===== src/rtl/cpu_pkg.sv =====
// rtl/cpu_pkg.sv - shared opcodes, microstep encoding and control-word layout
// Purpose: constants shared by the control sequencer and its microcode table.
// Ports: none (package).
package cpu_pkg;

  // Microsteps: T0..T1 fetch, T2..T4 execute.
  typedef enum logic [2:0] {
    T0 = 3'd0,
    T1 = 3'd1,
    T2 = 3'd2,
    T3 = 3'd3,
    T4 = 3'd4
  } step_t;

  // Opcodes carried in ir[7:4]; 9..D are unassigned and behave as NOP.
  localparam logic [3:0] OP_NOP = 4'h0;
  localparam logic [3:0] OP_LDA = 4'h1;
  localparam logic [3:0] OP_ADD = 4'h2;
  localparam logic [3:0] OP_SUB = 4'h3;
  localparam logic [3:0] OP_STA = 4'h4;
  localparam logic [3:0] OP_LDI = 4'h5;
  localparam logic [3:0] OP_JMP = 4'h6;
  localparam logic [3:0] OP_JC  = 4'h7;
  localparam logic [3:0] OP_JZ  = 4'h8;
  localparam logic [3:0] OP_OUT = 4'hE;
  localparam logic [3:0] OP_HLT = 4'hF;

  // Control-word bit positions.
  localparam int CW_PC_ENABLE   = 0;
  localparam int CW_PC_INC      = 1;
  localparam int CW_PC_WRITE    = 2;
  localparam int CW_MAR_WRITE   = 3;
  localparam int CW_RAM_ENABLE  = 4;
  localparam int CW_RAM_WRITE   = 5;
  localparam int CW_IR_WRITE    = 6;
  localparam int CW_IR_ENABLE   = 7;
  localparam int CW_A_ENABLE    = 8;
  localparam int CW_A_WRITE     = 9;
  localparam int CW_B_WRITE     = 10;
  localparam int CW_ALU_ENABLE  = 11;
  localparam int CW_ALU_SUB     = 12;
  localparam int CW_FLAGS_WRITE = 13;
  localparam int CW_OUT_WRITE   = 14;
  localparam int CW_WIDTH       = 15;

endpackage


===== src/rtl/control_decode.sv =====
// rtl/control_decode.sv - combinational microcode table
// Purpose: maps (step, opcode, flags) to a control word and a last-step flag.
// Ports:
//   step       in  current microstep
//   opcode     in  ir[7:4]
//   carry_flag in  registered ALU carry (for JC)
//   zero_flag  in  registered ALU zero (for JZ)
//   word       out control word, bit layout from cpu_pkg
//   last       out this step is the opcode's final active step
module control_decode
  import cpu_pkg::*;
(
  input  step_t                 step,
  input  logic [3:0]            opcode,
  input  logic                  carry_flag,
  input  logic                  zero_flag,
  output logic [CW_WIDTH-1:0]   word,
  output logic                  last
);

  always_comb begin
    word = '0;
    last = 1'b0;
    case (step)
      T0: begin
        word[CW_PC_ENABLE] = 1'b1;
        word[CW_MAR_WRITE] = 1'b1;
      end
      T1: begin
        word[CW_RAM_ENABLE] = 1'b1;
        word[CW_IR_WRITE]   = 1'b1;
        word[CW_PC_INC]     = 1'b1;
      end
      default: begin
        case (opcode)
          OP_LDA: begin
            if (step == T2) begin
              word[CW_IR_ENABLE] = 1'b1;
              word[CW_MAR_WRITE] = 1'b1;
            end else if (step == T3) begin
              word[CW_RAM_ENABLE] = 1'b1;
              word[CW_A_WRITE]    = 1'b1;
            end
            last = (step == T3);
          end
          OP_ADD, OP_SUB: begin
            if (step == T2) begin
              word[CW_IR_ENABLE] = 1'b1;
              word[CW_MAR_WRITE] = 1'b1;
            end else if (step == T3) begin
              word[CW_RAM_ENABLE] = 1'b1;
              word[CW_B_WRITE]    = 1'b1;
            end else if (step == T4) begin
              word[CW_ALU_ENABLE]  = 1'b1;
              word[CW_A_WRITE]     = 1'b1;
              word[CW_FLAGS_WRITE] = 1'b1;
              word[CW_ALU_SUB]     = (opcode == OP_SUB);
            end
            last = (step == T4);
          end
          OP_STA: begin
            if (step == T2) begin
              word[CW_IR_ENABLE] = 1'b1;
              word[CW_MAR_WRITE] = 1'b1;
            end else if (step == T3) begin
              word[CW_A_ENABLE]  = 1'b1;
              word[CW_RAM_WRITE] = 1'b1;
            end
            last = (step == T3);
          end
          OP_LDI: begin
            if (step == T2) begin
              word[CW_IR_ENABLE] = 1'b1;
              word[CW_A_WRITE]   = 1'b1;
            end
            last = (step == T2);
          end
          OP_JMP, OP_JC, OP_JZ: begin
            // Conditional jumps read the flags as they stand in T2; a
            // flags_write landing at the end of this cycle is too late.
            if (step == T2 &&
                (opcode == OP_JMP ||
                 (opcode == OP_JC && carry_flag) ||
                 (opcode == OP_JZ && zero_flag))) begin
              word[CW_IR_ENABLE] = 1'b1;
              word[CW_PC_WRITE]  = 1'b1;
            end
            last = (step == T2);
          end
          OP_OUT: begin
            if (step == T2) begin
              word[CW_A_ENABLE]  = 1'b1;
              word[CW_OUT_WRITE] = 1'b1;
            end
            last = (step == T2);
          end
          default: begin
            // NOP, HLT and the unassigned opcodes: one empty execute step.
            last = (step == T2);
          end
        endcase
      end
    endcase
  end

endmodule


===== src/rtl/control_sequencer.sv =====
// rtl/control_sequencer.sv - microstep counter, halt latch and control strobes
// Purpose: steps T0..T4, decodes ir[7:4] into per-cycle bus strobes, halts on HLT.
// Ports:
//   clk, reset            clock, synchronous active-high reset
//   ir                    instruction register ([7:4] opcode)
//   carry_flag, zero_flag registered ALU flags
//   pc_*..out_write       control strobes, valid for the whole cycle
//   halted                sticky halt indicator
//   step                  current microstep 0..4
module control_sequencer
  import cpu_pkg::*;
#(
  parameter bit EARLY_END = 1'b1
) (
  input  logic       clk,
  input  logic       reset,
  input  logic [7:0] ir,
  input  logic       carry_flag,
  input  logic       zero_flag,
  output logic       pc_enable,
  output logic       pc_inc,
  output logic       pc_write,
  output logic       mar_write,
  output logic       ram_enable,
  output logic       ram_write,
  output logic       ir_write,
  output logic       ir_enable,
  output logic       a_enable,
  output logic       a_write,
  output logic       b_write,
  output logic       alu_enable,
  output logic       alu_sub,
  output logic       flags_write,
  output logic       out_write,
  output logic       halted,
  output logic [2:0] step
);

  step_t                step_q, step_d;
  logic                 halted_q, halted_d;
  logic [CW_WIDTH-1:0]  raw_word, word;
  logic                 last;

  control_decode u_decode (
    .step       (step_q),
    .opcode     (ir[7:4]),
    .carry_flag (carry_flag),
    .zero_flag  (zero_flag),
    .word       (raw_word),
    .last       (last)
  );

  always_ff @(posedge clk) begin
    if (reset) begin
      step_q   <= T0;
      halted_q <= 1'b0;
    end else begin
      step_q   <= step_d;
      halted_q <= halted_d;
    end
  end

  always_comb begin
    step_d   = step_q;
    halted_d = halted_q;
    if (halted_q) begin
      step_d = T0;
    end else if (step_q == T2 && ir[7:4] == OP_HLT) begin
      halted_d = 1'b1;
      step_d   = T0;
    end else if (step_q == T4 || (EARLY_END && last)) begin
      step_d = T0;
    end else begin
      step_d = step_t'(step_q + 3'd1);
    end
  end

  // Reset is applied combinationally so no strobe leaks out while it is held.
  assign word = (reset || halted_q) ? '0 : raw_word;

  assign pc_enable   = word[CW_PC_ENABLE];
  assign pc_inc      = word[CW_PC_INC];
  assign pc_write    = word[CW_PC_WRITE];
  assign mar_write   = word[CW_MAR_WRITE];
  assign ram_enable  = word[CW_RAM_ENABLE];
  assign ram_write   = word[CW_RAM_WRITE];
  assign ir_write    = word[CW_IR_WRITE];
  assign ir_enable   = word[CW_IR_ENABLE];
  assign a_enable    = word[CW_A_ENABLE];
  assign a_write     = word[CW_A_WRITE];
  assign b_write     = word[CW_B_WRITE];
  assign alu_enable  = word[CW_ALU_ENABLE];
  assign alu_sub     = word[CW_ALU_SUB];
  assign flags_write = word[CW_FLAGS_WRITE];
  assign out_write   = word[CW_OUT_WRITE];
  assign halted      = halted_q;
  assign step        = step_q;

endmodule

===== config.mk =====
export PLATFORM = sky130hd
export DESIGN_NAME = control_sequencer
export DESIGN_NICKNAME = d
export VERILOG_FILES = /design/src/rtl/cpu_pkg.sv /design/src/rtl/control_decode.sv /design/src/rtl/control_sequencer.sv
export SDC_FILE = /design/constraint.sdc
export NUM_CORES = 1
export LEC_CHECK = 0
export ABC_AREA = 1
export BUFFER_PORTS_ARGS = -buffer_cell sky130_fd_sc_hd__buf_4
export CAP_MARGIN = 10
export CORE_AREA = 8 8 45 47
export CTS_CLUSTER_DIAMETER = 80
export CTS_CLUSTER_SIZE = 28
export DETAILED_ROUTE_END_ITERATION = 16
export DIE_AREA = 0 0 53 55
export GPL_ROUTABILITY_DRIVEN = 0
export HOLD_SLACK_MARGIN = 0.05
export PLACE_DENSITY = 0.69
export RECOVER_POWER = 25
export SYNTH_ARGS = -nofsm -noshare
export SYNTH_HDL_FRONTEND = slang
export SYNTH_SLANG_ARGS = --single-unit

===== constraint.sdc =====
create_clock -name clk -period 3 [get_ports clk]
set_clock_uncertainty 0.1 [all_clocks]
set_input_delay 0.3 -clock clk [delete_from_list [all_inputs] [get_ports clk]]
set_output_delay 0.3 -clock clk [all_outputs]
set_load 0.02 [all_outputs]

==> impl_metrics.ini, run 1 <==
[global_route]
met3_usage_pct = 1.87
grt_usage_pct = 9.56
met2_usage_pct = 17.0
use_met1_pct = 10.9
grt_pass1_wl_um = 2230
grt.busiest_layer = met2
overflow = 0
antenna_found_initial = 0
grt_max_degree = 8
grt_pass1_vias = 572

[critical_path]
slowest_delay_ps = 390
cp_data_arrival_time_ps = 1690
start_kind = flip-flop
crit-reg2reg-capture = step[1]
critPathKind = reg -> out
reg2reg_slack_ps = 1430
ff2ff_path_depth = 11
reg2reg_from = step[1]
worstPathRequired_ps = 2600
slowest_stage = dfxtp_1
path_max_fanout = 6
crit_chain = inv_1, ha_1, nand2_1, nand2_1, nor2_1, inv_1, o32ai_1, buf_4
endpoint_kind = primary output

[route]
dr.pass1.iters = 4
viasPerCell = 4.62
finalWirelength_um = 1420
antenna_left = 0
drt_iter0_markers = 15
drc = 0
detail_route.wl_per_cell_um = 10.8
vias = 610

[worst_hold_path]
hold_path_end = halted
hold_depth = 2
min-delay-start = reset
hold_class = in -> reg

[synthesis]
synth_nets = 106
synth_top_family_by_area = simple AND/OR/NAND/NOR gates
avgSynthCellArea_um2 = 5.75
synth_largest_area_cell = dfxtp_1
synthFlopType = dfxtp_1
synth_warnings = 0
synthAdderAreaFrac_pct = 12.2
async_reset_ff_share_pct = 0
synth_edf_count = 0
yosysTopAreaCellShare_pct = 15.6
syn_inst = 89
synth_area_um2 = 512
synthXorXnorAreaFrac_pct = 0
synthMuxAreaShare_pct = 0
synthDistinctLibCells = 20
synth-compound-area-share_pct = 8.56
synth_area_leaders = dfxtp_1 (16%), nand2_1 (12%), nor2_1 (12%), ha_1 (12%), inv_1 (9.5%)
synthTopCellsByCount = nand2_1 (17), nor2_1 (17), inv_1 (13)
ys_ff_latch = 4
synthSimpleGateAreaFrac_pct = 48.2
seq_area_frac_synth_pct = 15.6

[power]
ir_worst_vdd_v = 0.000316
p_leak_uw = 0.000392
powerDensity_mw_per_mm2 = 413

[cts]
cts_tree = built
insertion_delay_ps = 230
root_buffer = clkbuf_4
cts_setup_buffers = 0
ctsHoldBuffers = 0
cts_max_level = 1
clock_sinks = 4
cts_buffers = 3
clk_path_buf_depth = 2
cts_resized = 0
clkSlewWorstSetupHoldPaths_ps = 40

[cells_and_area]
final_cells = 132
finalInstanceArea_um2 = 719
area.growth.synth_to_final_pct = 40.6
drive_gt1_share_pct = 31.0
diodes = 0
fillers = 153
nets = 135

[run_status]
status = completed

[placement]
place_ws_ps = 1130
port_buffers = 26
placed_area_um2 = 712
place_hpwl_um = 1200
dpl.cell_count = 129

[sta]
period_needed_ps = 2090
fmax_ghz = 0.478
whs_ps = 134
slew_violations = 0
relSlewSlack_pct = 82.8
timing.final.crit_share_pct = 69.7
tightest_slew_ps = 259
rsz0062_at_grt = false
setup_tns_ps = 0
finalHoldViolations = 0
setup_viol = 0
fin_ws_ps = 910

[run]
cap_violations = 0

[floorplanning]
dieWidth_um = 53
coreArea_mm2 = 0.00138
start_util_pct = 37.0
die_h_um = 55
die-area_mm2 = 0.00292
fp-row-count = 14
io_pins = 31
## power breakdown
part / leakage [µW] / total (µW) / internal, µW / switching, µW
combinational: 0.000345 / 159 / 56.8 / 102
sequential: 0.0000328 / 74.6 / 62.3 / 12.3
clock: 0.0000138 / 63.7 / 44.6 / 19.1
total: 0.000392 / 297 / 164 / 134
## layout make-up
cell class,instances,area (µm²),area share [%]
multi-input cells,66,353,49.0
repair buffers,26,180,25.0
flip-flops and latches,4,80.1,11.1
inverters,17,63.8,8.87
clock buffers,3,22.5,3.13
well taps,16,20.0,2.78
## state kept, by name, indices dropped and copies added (netlist names)
register	flops
halted	1
step	3
## through the flow
stage | utilization (%) | total power, µW
floorplan | - | 180
global placement | 51.4 | 241
detailed placement | 51.4 | 242
CTS | 53.1 | 310
global route | 52.0 | 325
finish | 52.0 | 297
## how the worst max path moves through the flow
stage | from | cells after the start | slack [ps] | to
5_1_grt | step[0] | 8 | 750 | ram_enable
3_5_place_dp | step[0] | 8 | 1130 | ram_enable
6_report | step[0] | 8 | 910 | ram_enable
3_3_place_gp | step[0] | 8 | 1150 | ram_enable
4_1_cts | step[0] | 8 | 870 | ram_enable
2_1_floorplan | step[0] | 5 | 1000 | alu_sub
## metal layers
layer	vias up	wire length, µm
met1	269	615
li1	330	-
met3	0	78
met5	-	0
met4	0	0
met2	11	729
## layout by cell type (no fill, tap or decap), types with 2 or more instances in the layout
master and n:
nand3_1 6, nand2_2 6, dfxtp_1 4, nor2_1 17, buf_4 22, nor3_1 3
clkbuf_4 3, nand2_1 17, clkbuf_1 4, ha_1 5, o21ai_0 3, inv_1 13
inv_2 3, nand4_1 2
## worst max-delay path: cells and delay by family, from the launching register on
kind,cells,cell delay [ps]
buffers and inverters,3,340
AOI/OAI and AO/OA,1,110
and+or+nand+nor,3,430
adders and majority gates,1,200
DFF,1,390
## cell families after synthesis
group	Yosys count
AO/OA/AOI/OAI	7
buffers and inverters	19
flip-flops	4
AND/OR/NAND/NOR	54
adder cells (fa/ha/maj)	5
(Power assumes the default switching activity.)
==> run 2: changes to the inputs <==
- CORE_AREA: 8 8 45 47 -> not set
- CORE_MARGIN: not set -> 8
- CORE_UTILIZATION: not set -> 37
- DIE_AREA: 0 0 53 55 -> not set
- clock period: 3 -> 1.8 ns (I/O delays scaled with it)
==> impl_metrics.ini, run 2 (same netlist as run 1, synthesis figures left out) <==
[worst_hold_path]
hold_path_end = halted
hold_depth = 5
min-delay-start = ir[6]
hold_class = in -> reg

[cells_and_area]
fillers = 116
nets = 139
largest_reg_flops = 3
area.growth.synth_to_final_pct = 79.0
drive_gt1_share_pct = 55.8
mostFrequentLayoutCells = buf_4 (26), nor2_1 (15), nand2_1 (13)
mostFrequentLayoutCell = buf_4
diodes = 0

[critical_path]
reg2reg_slack_ps = 350
slowest_delay_ps = 360
worstPathRequired_ps = 1520
start_kind = flip-flop
path_max_fanout = 5
reg2reg_from = step[1]
cp_data_arrival_time_ps = 1480
path_buf_inv = 4
endpoint_kind = primary output
critPathKind = reg -> out
slowest_stage = dfxtp_4
crit-reg2reg-capture = step[1]
crit_chain = inv_4, ha_4, nand2_2, buf_6, inv_4, nand3_1, o21ai_1, buf_4
crit_top_cell = inv_4
ff2ff_path_depth = 8
crit_family = buffers and inverters

[route]
drt_iter0_markers = 9
vias = 659
finalWirelength_um = 1730
detail_route.wl_per_cell_um = 12.8
dr.pass1.iters = 4
antenna_left = 0
drc = 0
viasPerCell = 4.88

[cts]
cts_buffers = 3
cts_max_level = 1
clk_path_buf_depth = 2
clkSlewWorstSetupHoldPaths_ps = 30
insertion_delay_ps = 230
cts_tree = built
clock_sinks = 4
root_buffer = clkbuf_4

[floorplanning]
fp-row-count = 13
coreArea_mm2 = 0.00130
die-area_mm2 = 0.00283
io_pins = 31
start_util_pct = 39.3
dieWidth_um = 53.2
die_h_um = 53.2

[sta]
period_needed_ps = 1760
setup_tns_ps = 0
relSlewSlack_pct = 84.0
setup_viol = 0
fmax_ghz = 0.570
tightest_slew_ps = 238
timing.final.crit_share_pct = 97.5
fin_ws_ps = 44.7
slew_violations = 0
finalHoldViolations = 0

[placement]
place_ws_ps = 65.3
port_buffers = 26
place_hpwl_um = 1300

[global_route]
grt_max_degree = 8
met2_usage_pct = 18.9
grt_pass1_vias = 608
grt_usage_pct = 11.5
antenna_found_initial = 0
grt_pass1_wl_um = 2520
use_met1_pct = 13.4
grt.busiest_layer = met2
overflow = 0
met3_usage_pct = 1.12

[power]
power_frac_seq_pct = 22.2
swShare_pct = 46.0
cellInternalPower_uw = 348
finalPower_uw = 644
p_leak_uw = 0.000434
ir_worst_vdd_v = 0.000455
pwr-share-clk_pct = 17.0
powerDensity_mw_per_mm2 = 703
switchingPower_uw = 296
power_frac_comb_pct = 60.8

[run]
cap_violations = 0

[run_status]
status = completed
-- run 2: cell count changes in the layout (fill, tap and decap cells not counted), sizes merged --
cell,delta
buf,+6
clkbuf,-3
dlygate4sd3,+1
-- run 2: worst max-delay path by stage --
stage / slack (ps) / startpoint / to / depth (start not counted)
3_3_place_gp: 110 / step[1] / a_write / 9
5_1_grt: -20 / step[2] / a_write / 7
3_5_place_dp: 70 / step[1] / a_write / 9
6_report: 40 / step[0] / mar_write / 8
2_1_floorplan: 3 / step[1] / pc_inc / 5
4_1_cts: -10 / step[1] / ram_enable / 7
-- run 2: tightest hold or removal path, stage by stage --
cell,delay [ps]
buf_4,130
nand4_1,80
nor2_1,70
nor2_1,90
nor2_1,40
-- run 2: what timing repair did --
action                                 4_1_cts  5_1_grt
pin swaps                                    1        5
cloned                                       0        0
resized for setup                           11       31
setup endpoints to repair                   12       10
hold buffers                                 1        0
buffers inserted                             0        2
endpoints found under the hold margin        1        0
-- run 2: area by class of cell --
class                      instances  area [µm²]  share of cell area (%)
timing repair buffer              30         231                    25.3
multi-input combinational         66         483                    52.7
inverter                          17        71.3                    7.79
clock buffer                       3        22.5                    2.46
sequential                         4        88.8                    9.70
tap                               15        18.8                    2.05
-- run 2: power groups by stage --
stage | combinational [µW] | sequential [µW] | clock [µW]
floorplan | 164 | 139 | 0
global placement | 289 | 125 | 0
detailed placement | 294 | 126 | 0
CTS | 303 | 130 | 114
global route | 421 | 147 | 119
finish | 391 | 143 | 110
-- run 2: layer usage --
metal / vias to the layer above / wire length, µm
met2: 15 / 903
li1: 341 / -
met1: 297 / 701
met5: - / 0
met4: 0 / 51
met3: 6 / 72
-- run 2: metrics by stage --
stage                     utilization [%]  instance area (µm²)  cells  hold WS (ps)
after floorplan                         -                  518     89           152
after global placement               55.7                  724    129           248
after detailed placement             55.7                  724    129           251
after CTS                            59.5                  774    133           286
after global routing                 70.4                  916    135           346
final                                70.4                  916    135           310
==> run 3: changes to the inputs <==
- CORE_UTILIZATION: 37 -> 40
- PLACE_DENSITY: 0.69 -> 0.7
- SYNTH_HIERARCHICAL: not set -> 1
==> impl_metrics.ini, run 3 <==
[run_status]
status = completed

[route]
vias = 729
drc = 0
antenna_left = 0
drt_iter0_markers = 12
detail_route.wl_per_cell_um = 9.46
dr.pass1.iters = 4
viasPerCell = 4.39
finalWirelength_um = 1570

[cells_and_area]
drive_gt1_share_pct = 39.3
mostFrequentLayoutCells = inv_1 (29), nor2_1 (29), buf_4 (26)
nets = 167
largest_reg_flops = 3
area.growth.synth_to_final_pct = 39.7
fillers = 156
final_cells = 166
diodes = 0

[global_route]
grt_max_degree = 16
grt_pass1_vias = 706
grt_pass1_wl_um = 2790
antenna_found_initial = 0
overflow = 0
grt_usage_pct = 10.3

[sta]
whs_ps = 276
relSlewSlack_pct = 82.4
finalHoldViolations = 0
setup_viol = 0
setup_tns_ps = 0
fmax_ghz = 0.592
tightest_slew_ps = 265
slew_violations = 0
period_needed_ps = 1690
timing.final.crit_share_pct = 93.9

[run]
cap_violations = 0

[floorplanning]
die-area_mm2 = 0.00315
io_pins = 31
fp-row-count = 14
coreArea_mm2 = 0.00151
dieWidth_um = 56.1
start_util_pct = 42.7
die_h_um = 56.1

[power]
p_leak_uw = 0.000492
powerDensity_mw_per_mm2 = 513
ir_worst_vdd_v = 0.000438

[cts]
insertion_delay_ps = 230
clkSlewWorstSetupHoldPaths_ps = 40
root_buffer = clkbuf_4
clock_sinks = 4
cts_max_level = 1
cts_buffers = 3
cts_tree = built
clk_path_buf_depth = 2

[critical_path]
reg2reg_slack_ps = 340
cp_data_arrival_time_ps = 1410
crit_chain = nand2_2, nor2_4, nand3_2, nand2_1, inv_1, nor2_2, buf_6
worstPathRequired_ps = 1520
start_kind = flip-flop
ff2ff_path_depth = 11
crit-reg2reg-capture = step[0]
path_max_fanout = 10
slowest_stage = dfxtp_2
critPathKind = reg -> out
endpoint_kind = primary output
reg2reg_from = step[0]
slowest_delay_ps = 450

[synthesis]
synth_nets = 136
async_reset_ff_share_pct = 0
synth_area_leaders = inv_1 (18%), nor2_1 (18%), dfxtp_1 (12%), nand2_1 (11%), nand2_2 (6.8%)
synthFlopType = dfxtp_1
synth_area_um2 = 643
ys_ff_latch = 4
synth_warnings = 6
synth_edf_count = 0
synthTopCellsByCount = inv_1 (31), nor2_1 (30), nand2_1 (18)
avgSynthCellArea_um2 = 5.32
syn_inst = 121
synth_largest_area_cell = inv_1
synth.most_common_cell = inv_1
synthDistinctLibCells = 20
yosysTopAreaCellShare_pct = 18.1
seq_area_frac_synth_pct = 12.5

[worst_hold_path]
hold_path_end = halted
min-delay-start = ir[4]
hold_class = in -> reg
hold_depth = 5

[placement]
port_buffers = 26
dpl.cell_count = 160
place_hpwl_um = 1260
## run 3: final cells by class
type                    count  area [µm²]  share of cell area (%)
flip-flops and latches      4        86.3                    9.61
repair buffers             29         220                    24.5
inverters                  36         135                    15.0
well taps                  16        20.0                    2.23
clock buffers               3        22.5                    2.51
multi-input cells          78         414                    46.1
## run 3: repair_timing
item,CTS,global route
pin swaps,0,3
hold buffers,1,0
endpoints found under the hold margin,1,0
buffers inserted,0,2
resized for setup,2,8
endpoints found under the setup margin,4,9
gates cloned,0,0
## run 3: layer usage
layer  vias up  share of wire, %  wire [µm]  track usage, %
met4         0                 0          0            6.19
met1       304                41        647            9.95
met2        22                52        809            18.5
met5         -                 0          0               0
met3         0               7.3        114            2.97
li1        403                 -          -               -
## run 3: power by group
part	internal, µW	leakage (µW)	total, µW	switching, µW
logic	97.3	0.000444	231	133
clock network	74.5	0.0000138	110	35.7
registers	99.7	0.0000341	120	20.0
total	272	0.000492	461	189
## run 3: critical path, delay by kind of cell, from the launching register on
family / cells / cell delay, ps
AND/OR/NAND/NOR: 5 / 550
flip-flops: 1 / 450
buffers and inverters: 2 / 180
## run 3: how the worst max path moves through the flow
stage | cells past startpoint | slack [ps] | to | start
2_1_floorplan | 6 | 150 | pc_write | step[1]
3_3_place_gp | 7 | 210 | pc_write | step[1]
3_5_place_dp | 11 | 240 | step[0] | step[0]
4_1_cts | 7 | 30 | a_write | step[2]
5_1_grt | 7 | -3 | a_enable | step[1]
6_report | 7 | 110 | a_enable | step[0]
## run 3: cell families (layout without fill, tap and decap cells)
family                     Yosys count  after routing  share of synthesized area [%]
buffers and inverters               39             68                           25.1
adders and majority gates            3              3                           5.84
and+or+nand+nor                     70             70                           51.9
AOI/OAI and AO/OA                    4              4                           3.31
DFF                                  4              4                           12.5
xor gates and xnor gates             1              1                           1.36
## run 3: through the flow
| step | total power [µW] | utilization, % | area [µm²] | setup slack (ps) |
|---|---|---|---|---|
| final | 461 | 59.6 | 898 | 110 |
| after floorplan | 263 | - | 643 | 149 |
| after global placement | 327 | 55.2 | 832 | 213 |
| after detailed placement | 332 | 55.2 | 832 | 237 |
| after CTS | 458 | 57.9 | 872 | 27.1 |
| after global routing | 503 | 59.6 | 898 | -3.32 |
